### config.mk
export PLATFORM = sky130hd
export DESIGN_NAME = triangle_sequencer
export DESIGN_NICKNAME = d
export VERILOG_FILES = /design/src/rtl/triangle_sequencer.sv
export SDC_FILE = /design/constraint.sdc
export NUM_CORES = 1
export LEC_CHECK = 0
export ABC_AREA = 1
export ABC_CLOCK_PERIOD_IN_PS = 5200
export CORE_UTILIZATION = 30
export DETAILED_ROUTE_END_ITERATION = 8
export PLACE_DENSITY_LB_ADDON = 0.05
export SKIP_CTS_REPAIR_TIMING = 1
export SLEW_MARGIN = 40
export SYNTH_ARGS = -nofsm -noshare
export SYNTH_HDL_FRONTEND = slang
export SYNTH_SLANG_ARGS = --single-unit
export TNS_END_PERCENT = 30
### constraint.sdc
create_clock -name clk -period 5.2 [get_ports clk]
set_input_delay 1.04 -clock clk [delete_from_list [all_inputs] [get_ports clk]]
set_output_delay 1.04 -clock clk [all_outputs]
set_load 0.01 [all_outputs]
### src/rtl/triangle_sequencer.sv
// triangle_sequencer
//   Sequences an external N-bit triangle generator: issues a one-cycle clear
//   strobe, then paced step-enable strobes, for a programmed number of full
//   triangle periods (or until stopped).
//
// Ports
//   clk           single clock, rising edge
//   rst           asynchronous reset, active low
//   start         one-cycle run request, honoured only when idle
//   stop          abort request, honoured only while running
//   period        clk cycles per triangle step (0 treated as 1), sampled at start
//   cycles        triangle periods per run (0 = run until stop), sampled at start
//   tri_clr       synchronous clear strobe to the generator
//   tri_ena       step-enable strobe to the generator
//   busy          high whenever a run is in progress (not idle)
//   done          one-cycle completion pulse
//   aborted       qualifies done: run ended by stop; held until next start
//   periods_done  completed triangle periods in the current or last run
module triangle_sequencer #(
    parameter int unsigned N     = 8,
    parameter int unsigned DIV_W = 16,
    parameter int unsigned CNT_W = 8
) (
    input  logic             clk,
    input  logic             rst,
    input  logic             start,
    input  logic             stop,
    input  logic [DIV_W-1:0] period,
    input  logic [CNT_W-1:0] cycles,
    output logic             tri_clr,
    output logic             tri_ena,
    output logic             busy,
    output logic             done,
    output logic             aborted,
    output logic [CNT_W-1:0] periods_done
);

    typedef enum logic [1:0] {StIdle, StClear, StRun, StFinish} state_e;

    // A full up/down triangle on an N-bit generator takes 2^(N+1)-2 steps;
    // this is the step index of the last one.
    localparam logic [N:0] StepLast = {{N{1'b1}}, 1'b0} - (N+1)'(1);

    state_e           state_q;
    logic [DIV_W-1:0] period_q;
    logic [CNT_W-1:0] cycles_q;
    logic [DIV_W-1:0] presc_q;
    logic [N:0]       step_q;

    logic [DIV_W-1:0] per_last;
    logic [DIV_W-1:0] presc_nxt;
    logic [CNT_W-1:0] pd_inc;
    logic             period_wrap;
    logic             run_complete;

    always_comb begin
        per_last     = period_q - DIV_W'(1);
        presc_nxt    = (presc_q == per_last) ? '0 : presc_q + DIV_W'(1);
        pd_inc       = periods_done + CNT_W'(1);
        period_wrap  = (step_q == StepLast);
        // The step currently being issued finishes the final requested period.
        run_complete = tri_ena && period_wrap && (cycles_q != '0) && (pd_inc == cycles_q);
    end

    always_ff @(posedge clk or negedge rst) begin
        if (!rst) begin
            state_q      <= StIdle;
            period_q     <= '0;
            cycles_q     <= '0;
            presc_q      <= '0;
            step_q       <= '0;
            tri_clr      <= 1'b0;
            tri_ena      <= 1'b0;
            busy         <= 1'b0;
            done         <= 1'b0;
            aborted      <= 1'b0;
            periods_done <= '0;
        end else begin
            unique case (state_q)
                StIdle: begin
                    if (start) begin
                        state_q      <= StClear;
                        period_q     <= (period == '0) ? DIV_W'(1) : period;
                        cycles_q     <= cycles;
                        presc_q      <= '0;
                        step_q       <= '0;
                        periods_done <= '0;
                        aborted      <= 1'b0;
                        tri_clr      <= 1'b1;
                        busy         <= 1'b1;
                    end
                end
                StClear: begin
                    state_q <= StRun;
                    tri_clr <= 1'b0;
                    presc_q <= '0;
                    // tri_ena tracks "prescaler at terminal count" one cycle
                    // ahead so the output stays registered.
                    tri_ena <= (per_last == '0);
                end
                StRun: begin
                    if (tri_ena) begin
                        if (period_wrap) begin
                            step_q       <= '0;
                            periods_done <= pd_inc;
                        end else begin
                            step_q <= step_q + (N+1)'(1);
                        end
                    end
                    // Completion takes priority over a coincident stop.
                    if (run_complete) begin
                        state_q <= StFinish;
                        tri_ena <= 1'b0;
                        done    <= 1'b1;
                        aborted <= 1'b0;
                    end else if (stop) begin
                        state_q <= StFinish;
                        tri_ena <= 1'b0;
                        done    <= 1'b1;
                        aborted <= 1'b1;
                    end else begin
                        presc_q <= presc_nxt;
                        tri_ena <= (presc_nxt == per_last);
                    end
                end
                StFinish: begin
                    state_q <= StIdle;
                    done    <= 1'b0;
                    busy    <= 1'b0;
                end
                default: state_q <= StIdle;
            endcase
        end
    end

endmodule

== Word level (Yosys, flattened, before mapping) ==
Index checks and enable logic that the tools add are counted.
Widths: inputs -> output; s select.

* Bits in registers: 64
* Bits in latches: 0
* RAM bits: 0
* ROM bits: 0
* Input port bits: 28
* Memories kept: 0

* Add/subtract/negate cells: 4
* $mul: 0
* Div/mod/pow operators: 0
* $lt $le $gt $ge: 0
* Eq/ne operators: 13
* Shifts and indexed selects: 0
* Muxes and demuxes: 30
* Bitwise gates (word level): 0
* Reductions and logical operators: 22

{| class="wikitable"
|+ Operator list
! cell !! number
|-
| $mux 16 || 5
|-
| $pmux 16 s3 || 1
|-
| $eq 16x16->1 || 2
|-
| $logic_not 16->1 || 2
|-
| $mux 9 || 3
|-
| $mux 8 || 3
|-
| $pmux 9 s2 || 1
|-
| $add 16x1->16 const B || 1
|-
| $pmux 8 s2 || 1
|-
| $sub 16x1->16 const B || 1
|-
| $ne 2x2->1 const B || 5
|-
| $pmux 1 s2 || 5
|-
| $reduce_and 2->1 || 5
|-
| $reduce_bool 2->1 || 5
|-
| $add 9x1->9 const B || 1
|-
| $eq 9x9->1 const B || 1
|-
| $add 8x1->8 const B || 1
|-
| $eq 8x8->1 || 1
|-
| $pmux 2 s4 || 1
|-
| $reduce_and 4->1 || 2
|-
| $reduce_bool 8->1 || 1
|-
| $mux 1 || 7
|-
| $mux 2 || 3
|-
| $reduce_and 3->1 || 2
|-
| other kinds (6) || 9
|}

== Logic depth before layout (Yosys ltp) ==
* Depth after elaboration: 7
* Depth in mapped cells: 21
* Depth with buffers taken out: 20

== Worst setup path before layout ==
No wires, ideal clock.

* Path type: reg2reg
* Start: register period_q[0]
* End: register tri_ena
* Arrival: 2.237 ns
* Required time: 5.127 ns
* Setup slack: 2.890 ns
* Stages on the path, launching flop included: 20
* Path buffers: 1
* Period minus slack after synthesis: 2.310 ns
* Cells stage by stage: dfrtp_1 -> inv_2 -> ha_1 -> nand2_2 -> nor2_2 -> nand3_1 -> nand2_1 -> nand2_1 -> nand2_1 -> nand2_1 -> nor2_2 -> nand3_2 -> buf_4 -> nand3_1 -> nand2_1 -> nor2_1 -> nand2_1 -> nor2_1 -> nand3_1 -> a21oi_2

* Longest elaborated chain between the ends: 7
* Elaborated cells on any way between the ends: 8
* Classes of those cells: 1 x add/sub; 2 x eq/ne; 4 x mux; 1 x reduce/logical

{| class="wikitable"
|+ Ends and longest elaborated chain
! what !! RTL line !! RTL
|-
| start: declaration || 45 || <nowiki>logic [DIV_W-1:0] period_q;</nowiki>
|-
| start signal: assignment || 83 || <nowiki>period_q <= (period == '0) ? DIV_W'(1) : period;</nowiki>
|-
| $sub 16x1->16 (*) || 57 || <nowiki>per_last = period_q - DIV_W'(1);</nowiki>
|-
| $eq 16x16->1 || 58 || <nowiki>presc_nxt = (presc_q == per_last) ? '0 : presc_q + DIV_W'(1);</nowiki>
|-
| $mux 16 || 58 ||
|-
| $eq 16x16->1 || 123 || <nowiki>tri_ena <= (presc_nxt == per_last);</nowiki>
|-
| $mux 1 || 116 || <nowiki>end else if (stop) begin</nowiki>
|-
| $mux 1 || 111 || <nowiki>if (run_complete) begin</nowiki>
|-
| $pmux 1 s2 (*) || 79 || <nowiki>unique case (state_q)</nowiki>
|-
| end signal: assignment || 99 || <nowiki>tri_ena <= (per_last == '0);</nowiki>
|-
| end signal: assignment || 123 ||
|-
| end: declaration || 31 || <nowiki>output logic tri_ena,</nowiki>
|}

Mark *: on every way between the ends. The rest lies on a longest branch, timed or not.
A chain may end at the register's enable or synchronous reset.

== Final worst setup path ==
* Start: register state_q[0]
* End: register periods_done[2]

* Longest elaborated chain between the ends: 3
* Elaborated cells on any way between the ends: 8
* Classes of those cells: 4 x eq/ne; 1 x mux; 3 x reduce/logical

{| class="wikitable"
|+ Ends and longest elaborated chain
! what !! RTL line !! RTL
|-
| start: declaration || 44 || <nowiki>state_e state_q;</nowiki>
|-
| start signal: assignment || 67 || <nowiki>state_q <= StIdle;</nowiki>
|-
| start signal: assignment || 82 || <nowiki>state_q <= StClear;</nowiki>
|-
| start signal: assignment || 94 || <nowiki>state_q <= StRun;</nowiki>
|-
| $eq 2x2->1 or $logic_not 2->1 (tied branches) || 79 ||
|-
| $ne 2x2->1 (no line) or $reduce_bool 2->1 (tied branches) || n/a ||
|-
| $reduce_and 4->1 (no line) || n/a ||
|-
| end signal: assignment || 105 || <nowiki>periods_done <= pd_inc;</nowiki>
|-
| end: declaration || 35 || <nowiki>output logic [CNT_W-1:0] periods_done</nowiki>
|}

Parallel ways exist; a longest one is shown, timed or not.

==> metrics.cfg <==
[run_status]
status=finished, final reports clean

[clock_tree]
cts.sinks=64
clk_latency_ns=0.34
htreeDepth=3
cts_tree=built
numCtsBuffers=9
cts_root_buffer=clkbuf_16
clockBufferDepth=2
cts.clk_slew.worst_paths_ns=0.05

[cells_and_area]
instances_no_fill=926
postLayoutCoreUtil_pct=36.6
syn2layout_area_growth_pct=19.2
layout-drive-gt1-share_pct=7.32
nFillCells=1615
register_area_sq_mm=0.00160
multi_input_area_sq_mm=0.00258
fin_nets=771
n_antenna_cell=0

[detailed_routing]
drtIter0Drc=233
num_vias=4474
drt-pass1-iter-count=5
drc=0
wl_per_cell_um=14.9
antenna_left=0
via_per_inst=4.83
wl_um=13800

[power]
powerDensity_mw_per_mm2=532
vdd_ir_drop_max_mv=0.199
p_leak_nw=2.65

[synth]
synthesis.nets=738
synth_compound_area_share_pct=8.63
synth_cells=700
synth-main-ff-cell=dfrtp_1
yosysSeqAreaShare_pct=34.3
synth_top_family_by_area=simple AND/OR/NAND/NOR gates
ys_ff_latch=64
synth.distinct_cells=39
synth-simple-area-share_pct=39.2
synthMuxAreaShare_pct=0
synthTopCellsByArea=dfrtp_1, nand2_1, nand3_1, inv_1, o21ai_0
synth_adder_area_share_pct=2.68
synth_xor_area_share_pct=4.50
syn_area_sq_mm=0.00467
syn_area_per_cell_sq_um=6.67
synth_top_area_cell=dfrtp_1
ys_warn_count=0
yosysTopAreaCellShare_pct=34.3
ys_async_sr_fraction_pct=100
synth_edf_count=0

[grt]
grt_pass1_wl_um=23500
grt.total_usage_pct=19.1
grt_max_degree=65
gr-total-overflow=0
antenna_found_initial=0
grt_pass1_vias=4752

[placement]
io_buffers=40
hpwl_um=10800
place_inst=909
pre_cts_ws_ns=1.62
gp_congestion=0.839

[sta]
max_freq_mhz=300
fin_setup_tns_ns=0
maxSlewViolCount=0
finalSetupViolCount=0
finalHoldViolations=0
tightest_slew_ns=0.766
rsz0062_at_grt=no
finClkSkew_ns=0.00482
whs_ns=0.499
max_slew_margin_pct=48.5
fin_ws_ns=1.86
min_period_ns=3.34
period_share_pct=64.2

[die]
core_area_sq_mm=0.0152
fp.dieH_um=127
die_w_um=127
initial_core_util_pct=30.7
rows=45
top_level_ports=41
die_area_sq_mm=0.0161

[setup_path]
r2r-start=state_q[0]
worst-r2r-cell-count=8
cpPeakStageDelay_ns=0.66
arrival_ns=3.59
cp.required_ns=5.46
path_class=register to register
path_max_fanout=20
cp-start-kind=register
critPathSlowestCell=ha_1
end_kind=register
r2r_slack_ns=1.86
crit_top_cell=o21ai_0
r2r_end=periods_done[2]
crit_chain=inv_1, ha_1, inv_1, o21ai_0, o21ai_0, nor2_2, nand2_1, o21ai_0

[worst_hold_path]
whs_path_depth=2
min_path_type=register to register
min_to=aborted
min_from=aborted

[flow_run]
maxCapViolations=0

[layout by cell type (no fill, tap or decap), types with 10 or more instances in the layout]
cell and count:
o21ai_0 49, ha_1 10, nor2_1 45, xor2_1 20, dfrtp_1 64, nand3_1 84, nand2_1 211, inv_1 102
nand4_1 14, clkdlybuf4s50_1 39
[cells in the mapped netlist, drive strengths merged, types with 8 or more instances]
| cell type | instances |
|---|---|
| xor2 | 20 |
| o21ai | 54 |
| nor2 | 57 |
| nor3 | 9 |
| clkbuf | 11 |
| nand2 | 222 |
| o22ai | 9 |
| nand4 | 14 |
| buf | 10 |
| nor4 | 8 |
| ha | 10 |
| nand3 | 89 |
| dfrtp | 64 |
| inv | 104 |
[registers in the layout (all words and copies together), names as in the netlist]
register,cells
cycles_q,8
tri_ena,1
periods_done,8
step_q,9
state_q,2
busy,1
tri_clr,1
period_q,16
aborted,1
presc_q,16
done,1
[logic make-up after synthesis]
family,after synthesis
buf+inv,127
simple gates,402
compound gates,73
flops,64
fa+ha+maj,10
xor+xnor,24
[power breakdown]
group | switching, W | internal (W)
combinational | 0.000938 | 0.000514
sequential | 0.000195 | 0.000661
clock | 0.000228 | 0.000423
[through the flow]
stage / cell area [sq um] / total power [W]
after global routing: 5570 / 0.00325
final: 5570 / 0.00296
after detailed placement: 5220 / 0.00230
after floorplan: 4670 / 0.00184
after global placement: 5210 / 0.00229
after CTS: 5540 / 0.00297
[critical path, delay by kind of cell, from the launching register on]
kind,cells,cell delay (ns)
compound gates,3,1.05
fa+ha+maj,1,0.66
simple gates,2,0.74
buf+inv,2,0.38
flops,1,0.41
[routing by layer]
layer | wire length (um) | share of wire, % | GRT usage (%) | up-vias
met2 | 7140 | 52 | 35.6 | 74
met4 | 431 | 3.1 | 8.75 | 0
li1 | - | - | - | 2289
met1 | 5860 | 42 | 20.6 | 2082
met5 | 0 | 0 | 0 | -
met3 | 406 | 2.9 | 4.34 | 29
[area by class of cell]
| cell class | count | area share, % |
|---|---|---|
| clock buffer | 14 | 5.10 |
| clock inverter | 2 | 0.629 |
| inverter | 106 | 7.15 |
| multi-input combinational | 509 | 46.4 |
| sequential | 64 | 28.8 |
| tap | 188 | 4.23 |
| timing repair buffer | 43 | 7.71 |
[worst max path at each step]
stage | from | to
3_5_place_dp | state_q[0] | periods_done[2]
6_report | state_q[0] | periods_done[2]
2_1_floorplan | period_q[0] | tri_ena
5_1_grt | state_q[0] | periods_done[0]
4_1_cts | state_q[0] | periods_done[2]
3_3_place_gp | start | periods_done[1]
(Power assumes the default switching activity.)
